<file path="src/rtl/chunk_sched_arbiter_if.sv">
// Configuration defaults plus the requester/chunk-head bundle shared by the arbiter and its environment.
package TauCfg;
    localparam int WORK_BW = 8;
    localparam int VDIM    = 2;
    localparam int N_ICFG  = 15;
endpackage

interface chunk_sched_arbiter_if #(
    parameter int N_REQ   = 4,
    parameter int WBW     = TauCfg::WORK_BW,
    parameter int VDIM    = TauCfg::VDIM,
    parameter int ICFG_BW = $clog2(TauCfg::N_ICFG + 1)
);
    localparam int SRC_W = $clog2(N_REQ);

    logic [N_REQ-1:0]                     i_req_rdy;
    logic [N_REQ-1:0]                     i_req_ack;
    logic [N_REQ-1:0][VDIM-1:0][WBW-1:0]  i_req_bofs;
    logic [N_REQ-1:0][VDIM-1:0][WBW-1:0]  i_req_aofs;
    logic [N_REQ-1:0][ICFG_BW-1:0]        i_req_beg;
    logic [N_REQ-1:0][ICFG_BW-1:0]        i_req_end;
    logic                                 o_abofs_rdy;
    logic                                 o_abofs_ack;
    logic [VDIM-1:0][WBW-1:0]             o_bofs;
    logic [VDIM-1:0][WBW-1:0]             o_aofs;
    logic [ICFG_BW-1:0]                   o_beg;
    logic [ICFG_BW-1:0]                   o_end;
    logic [SRC_W-1:0]                     o_src;
    logic                                 o_drop_err;
    logic [N_REQ-1:0][15:0]               o_grant_cnt;

    // arbiter side
    modport master (
        input  i_req_rdy, i_req_bofs, i_req_aofs, i_req_beg, i_req_end, o_abofs_ack,
        output i_req_ack, o_abofs_rdy, o_bofs, o_aofs, o_beg, o_end, o_src,
        output o_drop_err, o_grant_cnt
    );

    // requesters + downstream side
    modport slave (
        output i_req_rdy, i_req_bofs, i_req_aofs, i_req_beg, i_req_end, o_abofs_ack,
        input  i_req_ack, o_abofs_rdy, o_bofs, o_aofs, o_beg, o_end, o_src,
        input  o_drop_err, o_grant_cnt
    );
endinterface

</file>
<file path="src/rtl/chunk_sched_arbiter.sv">
// Round-robin arbiter feeding one registered chunk-head slice; drops requests with beg >= end.
// Define CHUNK_ARB_STAT_EN to build the saturating per-requester grant counters.
module chunk_sched_arbiter #(
    parameter int N_REQ   = 4,
    parameter int WBW     = TauCfg::WORK_BW,
    parameter int VDIM    = TauCfg::VDIM,
    parameter int ICFG_BW = $clog2(TauCfg::N_ICFG + 1)
) (
    input  logic                  i_clk,
    input  logic                  i_rst,
    chunk_sched_arbiter_if.master bus
);
    localparam int SRC_W = $clog2(N_REQ);
    localparam logic [0:0] EMPTY = 1'b0;
    localparam logic [0:0] FULL  = 1'b1;

    logic [0:0]       state;
    logic [SRC_W-1:0] ptr, sel, ptr_nxt;
    logic             sel_vld, can_load, take, good;

    always_comb begin
        sel     = '0;
        sel_vld = 1'b0;
        for (int k = 0; k < N_REQ; k++) begin
            if (!sel_vld && bus.i_req_rdy[(int'(ptr) + k) % N_REQ]) begin
                sel_vld = 1'b1;
                sel     = SRC_W'((int'(ptr) + k) % N_REQ);
            end
        end
    end

    // i_rst gating keeps acks quiet while reset is held even though the state already reads EMPTY
    assign can_load = i_rst && (state == EMPTY || bus.o_abofs_ack);
    assign take     = can_load && sel_vld;
    assign good     = bus.i_req_beg[sel] < bus.i_req_end[sel];
    assign ptr_nxt  = (int'(sel) == N_REQ - 1) ? '0 : sel + 1'b1;

    always_comb begin
        bus.i_req_ack = '0;
        if (take) bus.i_req_ack[sel] = 1'b1;
    end

    assign bus.o_abofs_rdy = (state == FULL);

    always_ff @(posedge i_clk or negedge i_rst) begin
        if (!i_rst) begin
            state          <= EMPTY;
            ptr            <= '0;
            bus.o_bofs     <= '0;
            bus.o_aofs     <= '0;
            bus.o_beg      <= '0;
            bus.o_end      <= '0;
            bus.o_src      <= '0;
            bus.o_drop_err <= 1'b0;
        end else begin
            if (state == FULL && bus.o_abofs_ack) state <= EMPTY;
            if (take) begin
                ptr <= ptr_nxt;
                if (good) begin
                    state      <= FULL;
                    bus.o_bofs <= bus.i_req_bofs[sel];
                    bus.o_aofs <= bus.i_req_aofs[sel];
                    bus.o_beg  <= bus.i_req_beg[sel];
                    bus.o_end  <= bus.i_req_end[sel];
                    bus.o_src  <= sel;
                end else begin
                    bus.o_drop_err <= 1'b1;
                end
            end
        end
    end

`ifdef CHUNK_ARB_STAT_EN
    logic [N_REQ-1:0][15:0] cnt;

    always_ff @(posedge i_clk or negedge i_rst) begin
        if (!i_rst) begin
            cnt <= '0;
        end else begin
            for (int i = 0; i < N_REQ; i++) begin
                if (take && good && sel == SRC_W'(i) && cnt[i] != 16'hFFFF)
                    cnt[i] <= cnt[i] + 16'd1;
            end
        end
    end

    assign bus.o_grant_cnt = cnt;
`else
    assign bus.o_grant_cnt = '0;
`endif
endmodule

</file>
<file path="src/flat_wrapper.sv">
// flat-port wrapper written by rule: the top's interface ports become plain ports
module chunk_sched_arbiter_flat 
#(
    parameter int N_REQ   = 4,
    parameter int WBW     = TauCfg::WORK_BW,
    parameter int VDIM    = TauCfg::VDIM,
    parameter int ICFG_BW = $clog2(TauCfg::N_ICFG + 1)
)
  (i_clk, i_rst, bus_i_req_rdy, bus_i_req_bofs, bus_i_req_aofs, bus_i_req_beg, bus_i_req_end, bus_o_abofs_ack, bus_i_req_ack, bus_o_abofs_rdy, bus_o_bofs, bus_o_aofs, bus_o_beg, bus_o_end, bus_o_src, bus_o_drop_err, bus_o_grant_cnt);
  chunk_sched_arbiter_if #(.N_REQ(N_REQ), .WBW(WBW), .VDIM(VDIM), .ICFG_BW(ICFG_BW)) bus_i ();
  input  logic i_clk;
  input  logic i_rst;
  input wire logic [$bits(bus_i.i_req_rdy)-1:0] bus_i_req_rdy;
  input wire logic [$bits(bus_i.i_req_bofs)-1:0] bus_i_req_bofs;
  input wire logic [$bits(bus_i.i_req_aofs)-1:0] bus_i_req_aofs;
  input wire logic [$bits(bus_i.i_req_beg)-1:0] bus_i_req_beg;
  input wire logic [$bits(bus_i.i_req_end)-1:0] bus_i_req_end;
  input wire logic [$bits(bus_i.o_abofs_ack)-1:0] bus_o_abofs_ack;
  output wire logic [$bits(bus_i.i_req_ack)-1:0] bus_i_req_ack;
  output wire logic [$bits(bus_i.o_abofs_rdy)-1:0] bus_o_abofs_rdy;
  output wire logic [$bits(bus_i.o_bofs)-1:0] bus_o_bofs;
  output wire logic [$bits(bus_i.o_aofs)-1:0] bus_o_aofs;
  output wire logic [$bits(bus_i.o_beg)-1:0] bus_o_beg;
  output wire logic [$bits(bus_i.o_end)-1:0] bus_o_end;
  output wire logic [$bits(bus_i.o_src)-1:0] bus_o_src;
  output wire logic [$bits(bus_i.o_drop_err)-1:0] bus_o_drop_err;
  output wire logic [$bits(bus_i.o_grant_cnt)-1:0] bus_o_grant_cnt;
  assign bus_i.i_req_rdy = bus_i_req_rdy;
  assign bus_i.i_req_bofs = bus_i_req_bofs;
  assign bus_i.i_req_aofs = bus_i_req_aofs;
  assign bus_i.i_req_beg = bus_i_req_beg;
  assign bus_i.i_req_end = bus_i_req_end;
  assign bus_i.o_abofs_ack = bus_o_abofs_ack;
  assign bus_i_req_ack = bus_i.i_req_ack;
  assign bus_o_abofs_rdy = bus_i.o_abofs_rdy;
  assign bus_o_bofs = bus_i.o_bofs;
  assign bus_o_aofs = bus_i.o_aofs;
  assign bus_o_beg = bus_i.o_beg;
  assign bus_o_end = bus_i.o_end;
  assign bus_o_src = bus_i.o_src;
  assign bus_o_drop_err = bus_i.o_drop_err;
  assign bus_o_grant_cnt = bus_i.o_grant_cnt;
  chunk_sched_arbiter #(.N_REQ(N_REQ), .WBW(WBW), .VDIM(VDIM), .ICFG_BW(ICFG_BW)) u_core (.i_clk(i_clk), .i_rst(i_rst), .bus(bus_i));
endmodule
</file>
<file path="config.mk">
export PLATFORM = sky130hd
export DESIGN_NAME = chunk_sched_arbiter_flat
export DESIGN_NICKNAME = d
export VERILOG_FILES = /design/src/rtl/chunk_sched_arbiter_if.sv /design/src/rtl/chunk_sched_arbiter.sv /design/src/flat_wrapper.sv
export SDC_FILE = /design/constraint.sdc
export NUM_CORES = 1
export LEC_CHECK = 0
export ABC_AREA = 1
export ABC_CLOCK_PERIOD_IN_PS = 3550
export BUFFER_PORTS_ARGS = -buffer_cell sky130_fd_sc_hd__buf_4
export CAP_MARGIN = 5
export CORE_AREA = 2 2 107 109
export DETAILED_ROUTE_END_ITERATION = 8
export DIE_AREA = 0 0 109 111
export PLACE_DENSITY = 0.74
export SLEW_MARGIN = 25
export SYNTH_ARGS = -nofsm -noshare
export SYNTH_HDL_FRONTEND = slang
export SYNTH_SLANG_ARGS = --single-unit
</file>
<file path="constraint.sdc">
create_clock -name i_clk -period 3.55 [get_ports i_clk]
set_input_delay 0.1775 -clock i_clk [delete_from_list [all_inputs] [get_ports i_clk]]
set_output_delay 0.1775 -clock i_clk [all_outputs]
set_load 0.02 [all_outputs]
</file>
# Word level (Yosys, flattened, before mapping)

Index checks and enable logic that the tools add are counted.
W data, S select, Z words.

Bits of input ports: 167
Output and inout bits: 112
Flip-flop bits (word level): 46

Magnitude comparators: 7
Multiplexer cells: 34
Reductions and logical operators: 16
Bitwise operators: 5
Equality and inequality tests: 1
Add/subtract/negate cells: 4

Operators with widths:

| kind                  | count |
|---|---|
| $bmux W16 S2          | 2 |
| $mux W16              | 2 |
| $bmux W4 S2           | 2 |
| $mux W1               | 15 |
| $lt A3 B4 Y1 const B  | 3 |
| $mux W4               | 3 |
| $mux W2               | 5 |
| $bmux W1 S2           | 4 |
| $logic_and A1 B1 Y1   | 7 |
| $lt A2 B3 Y1 const B  | 2 |
| $reduce_or A2 Y1      | 3 |
| $add A2 B1 Y2 const B | 2 |
| $add A2 B2 Y2 const B | 2 |
| $lt A4 B4 Y1          | 1 |
| $reduce_and A2 Y1     | 2 |
| $and A1 B1 Y1 const A | 3 |
| $logic_not A1 Y1      | 3 |
| $demux W1 S2          | 1 |
| $eq A2 B1 Y1 const B  | 1 |
| $ge A2 B1 Y1 const B  | 1 |
| $not A1 Y1            | 2 |
| $logic_or A1 B1 Y1    | 1 |

# Longest topological paths before layout

Word-level depth: 19
Mapped depth: 26

# Least setup slack after synthesis

OpenSTA, ideal clock, no wires.

Path kind: reg2reg
From: register u_core.ptr[0]
To: register u_core.bus.o_aofs[15]
Cell stages (with the launch flop): 19
Arrival time: 3.077 ns
Setup slack: 0.407 ns
Clock period less this slack: 3.143 ns
Cells stage by stage: dfrtp_1 > buf_6 > inv_4 > nand2_1 > nand3_1 > nand2_1 > nor2_2 > nand3_1 > nand2_1 > buf_2 > buf_1 > o211ai_1 > nand2_1 > inv_1 > ha_1 > a21oi_1 > clkbuf_1 > nand4_1 > nand2_1

Word-level cells in the longest chain between the ends: 16

RTL lines:

| item                                                                     | RTL line                                             | RTL |
|---|---|---|
| from (decl)                                                              | chunk_sched_arbiter.sv:18                            | `logic [SRC_W-1:0] ptr, sel, ptr_nxt;` |
| from (signal assigned)                                                   | chunk_sched_arbiter.sv:58                            | `ptr <= ptr_nxt;` |
| $add A2 B1 Y2 / $bmux W1 S2 (equally long branches)                      | chunk_sched_arbiter.sv:25, chunk_sched_arbiter.sv:27 |  |
| $bmux W1 S2 / $mux W1 (equally long branches)                            | chunk_sched_arbiter.sv:25                            | `if (!sel_vld && bus.i_req_rdy[(int'(ptr) + k) % N_REQ]) begin` |
| $mux W1 (implied by the code)                                            | chunk_sched_arbiter.sv:25                            |  |
| $mux W1 (implied by the code) / $logic_not A1 Y1 (equally long branches) | chunk_sched_arbiter.sv:25                            |  |
| $logic_and A1 B1 Y1                                                      | chunk_sched_arbiter.sv:25                            |  |
| $mux W1                                                                  | chunk_sched_arbiter.sv:25                            |  |
| $logic_not A1 Y1                                                         | chunk_sched_arbiter.sv:25                            |  |
| $logic_and A1 B1 Y1                                                      | chunk_sched_arbiter.sv:25                            |  |
| $mux W1                                                                  | chunk_sched_arbiter.sv:25                            |  |
| $logic_not A1 Y1                                                         | chunk_sched_arbiter.sv:25                            |  |
| $logic_and A1 B1 Y1                                                      | chunk_sched_arbiter.sv:25                            |  |
| $mux W2                                                                  | chunk_sched_arbiter.sv:25                            |  |
| $bmux W4 S2                                                              | chunk_sched_arbiter.sv:35                            | `assign good = bus.i_req_beg[sel] < bus.i_req_end[sel];` |
| $mux W4 (implied by the code)                                            | chunk_sched_arbiter.sv:35                            |  |
| $lt A4 B4 Y1                                                             | chunk_sched_arbiter.sv:35                            |  |
| $reduce_and A2 Y1 (no source line)                                       | -                                                    |  |
| to (signal assigned)                                                     | chunk_sched_arbiter.sv:62                            | `bus.o_aofs <= bus.i_req_aofs[sel];` |
| to (decl)                                                                | chunk_sched_arbiter_if.sv:35                         | `output i_req_ack, o_abofs_rdy, o_bofs, o_aofs, o_beg, o_end, o_src,` |

Parallel ways exist; a longest one is shown, timed or not. The select of a mux whose other input is x is not followed.
A chain may end at the register's enable or synchronous reset.

# Worst setup path after layout

From: register u_core.ptr[0]
To: register u_core.bus.o_aofs[4]

Same word-level chain as after synthesis.

==> results.cfg <==
[final_layout]
seqCellArea_um2 = 1152
n_fill_cell = 1124
layout.nets = 966
drive_gt1_frac = 0.3194
multiInputGateArea_um2 = 2352
layoutNonFillerInstCount = 935
diodes = 0
post-route-util = 0.5111
syn2layout_area_growth_pct = 41.27

[synth]
syn_area_um2 = 4008
synth_cells = 598
async_reset_ff_frac = 1.000
synthTopCellsByCount = nand2_1, buf_4, dfrtp_1, nand4_1
synth_most_common_cell = nand2_1
synthMuxAreaShare = 0
synth_compound_area_frac = 0.1352
synth-adder-area-share = 0.02185
syn_area_per_cell_um2 = 6.702
synth_edf_count = 0
synth_top_family_by_area = simple AND/OR/NAND/NOR gates
synth_cell_types = 26
seq_area_frac_synth = 0.2872
synthTopCellsByArea = dfrtp_1, nand2_1, buf_4, a32oi_1, nand4_1
synth-simple-area-share = 0.3469
yosysTopAreaCellShare = 0.2872
ys_ff_latch = 46
yosys_warnings = 0
synth_flop_cell = dfrtp_1
synth.largest_area_cell = dfrtp_1
synth-xor-area-share = 0

[route]
first_pass_iters = 5
wire_per_inst_um = 14.52
drcViolationCount = 0
drt_iter0_drc = 235
vias = 4507
detail-route-antenna-nets = 0
vias_per_cell = 4.820
wl_um = 13580

[sta]
period_share = 0.9049
fin_ws_ps = 337.5
clock_skew_ps = 5.060
tightestPinTransition_ps = 618.0
hold_viol_final = 0
grt_setup_unrepaired = false
relSlewSlack = 0.5874
final-setup-viol-count = 0
timing.fmax_ghz = 0.3113
post-route-min-period_ps = 3212
setup_tns_ps = 0
final-max-slew-violation-count = 0

[job]
cap_violations = 0

[clocking]
tritoncts = built
clk_latency_ps = 280
cts_buffers = 5
hold_buffers = 0
cts-root-buf = clkbuf_16
clock_sinks = 46
clkTransAtPathRegs_ps = 60
clockBufferDepth = 2
htreeDepth = 2

[floorplanning]
fp.coreArea_um2 = 11080
io_pins = 279
dieWidth_um = 109
row_count = 39
start_util = 0.3618
die_area_um2 = 12100
die_y_um = 111

[status]
outcome = finished, final reports clean

[global_route]
antenna_found_initial = 0
grt_pass1_wl_um = 19990
grt_start_max_net_pins = 48
grt_overflow = 0
grtUsageTotal = 0.2073
grt_pass1_vias = 4016

[critical_path]
worstPathMaxFanout = 31
endpoint_kind = register
worstPathArrival_ps = 3430
crit_required_ps = 3770
worst-setup-path-type = reg2reg
startpoint_type = register
reg2reg_slack_ps = 340

[placement]
numPortBuffers = 214
place_worst_setup_slack_ps = 37.28
placedCellCount = 923
dp_hpwl_um = 10030
routabilityCongestion = 0.8442

[min_path]
worstHoldPathType = in2async
## layout make-up
type | count | share of cell area
inverter | 32 | 0.02254
clock buffer | 5 | 0.02210
tap | 143 | 0.03160
multi-input combinational | 480 | 0.4155
timing repair buffer | 227 | 0.3030
clock inverter | 2 | 0.001768
sequential | 46 | 0.2035
## per-layer routing
| metal | GRT usage | vias up | share of wire |
|---|---|---|---|
| met5 | 0 | - | 0 |
| met4 | 0.05128 | 0 | 0.014 |
| met3 | 0.03880 | 12 | 0.075 |
| met2 | 0.3660 | 186 | 0.51 |
| met1 | 0.2557 | 2038 | 0.40 |
| li1 | - | 2271 | - |
## placed cells by master (no fill, tap or decap), drive strengths merged
master,count
a21oi,35
a32oi,35
buf,227
clkbuf,5
clkinv,2
conb,64
dfrtp,46
ha,7
inv,32
nand2,249
nand3,21
nand4,46
nor2,11
o211ai,1
o21ai,8
o22ai,2
or2,1
## timing repair
| action | in CTS | in global routing |
|---|---|---|
| setup endpoints to repair | 0 | 43 |
| gates resized for setup | 0 | 10 |
| setup buffers | 0 | 1 |
## path summary, 6_finish.rpt
check | start | end | depth (start not counted)
max | u_core.ptr[0]$_DFFE_PN0P_ | u_core.bus.o_aofs[4]$_DFFE_PN0P_ | 15
min | i_rst | u_core.bus.o_aofs[15]$_DFFE_PN0P_ | 2
max reg2reg | u_core.ptr[0]$_DFFE_PN0P_ | u_core.bus.o_aofs[4]$_DFFE_PN0P_ | 15
min reg2reg | u_core.bus.o_aofs[15]$_DFFE_PN0P_ | u_core.bus.o_aofs[15]$_DFFE_PN0P_ | 2
max in group asynchronous | i_rst | u_core.ptr[0]$_DFFE_PN0P_ | 2
min in group i_clk | bus_o_abofs_ack | u_core.bus.o_abofs_rdy$_DFF_PN0_ | 4
## cell families (layout without fill, tap and decap cells)
| family | count (synthesis) | after routing |
|---|---|---|
| other | 1 | 64 |
| AND/OR/NAND/NOR | 324 | 328 |
| AO/OA/AOI/OAI | 81 | 81 |
| flip-flops | 46 | 46 |
| adder cells (fa/ha/maj) | 7 | 7 |
| buffers and inverters | 139 | 266 |
## sequential cells by signal, indices dropped and copies added (netlist names)
register                flops
u_core.bus.o_drop_err       1
u_core.ptr                  2
u_core.bus.o_bofs          16
u_core.bus.o_aofs          16
u_core.bus.o_src            2
u_core.bus.o_beg            4
u_core.bus.o_abofs_rdy      1
u_core.bus.o_end            4
## stage by stage
step                hold slack [ps]  instance area [um2]
finish                        44.43                 5662
global route                  93.55                 5662
CTS                           57.43                 5565
detailed placement            358.0                 5430
global placement              355.0                 5430
floorplan                    -118.1                 4244
## critical path: stages (launching register included)
cell and delay, ps:
dfrtp_2 480, inv_4 120, nand2_1 80, nand3_1 90, nand2_1 90, nor2_2 190, nand3_2 190, nand3_4 180
buf_4 170, nand2_1 70, a32oi_1 260, ha_1 310, a21oi_4 360, buf_6 300, nand4_1 130, nand2_1 100
Power is left out: the tool's default activity adds up to more than one toggle a clock period on the data nets, which glitch-free logic cannot reach.
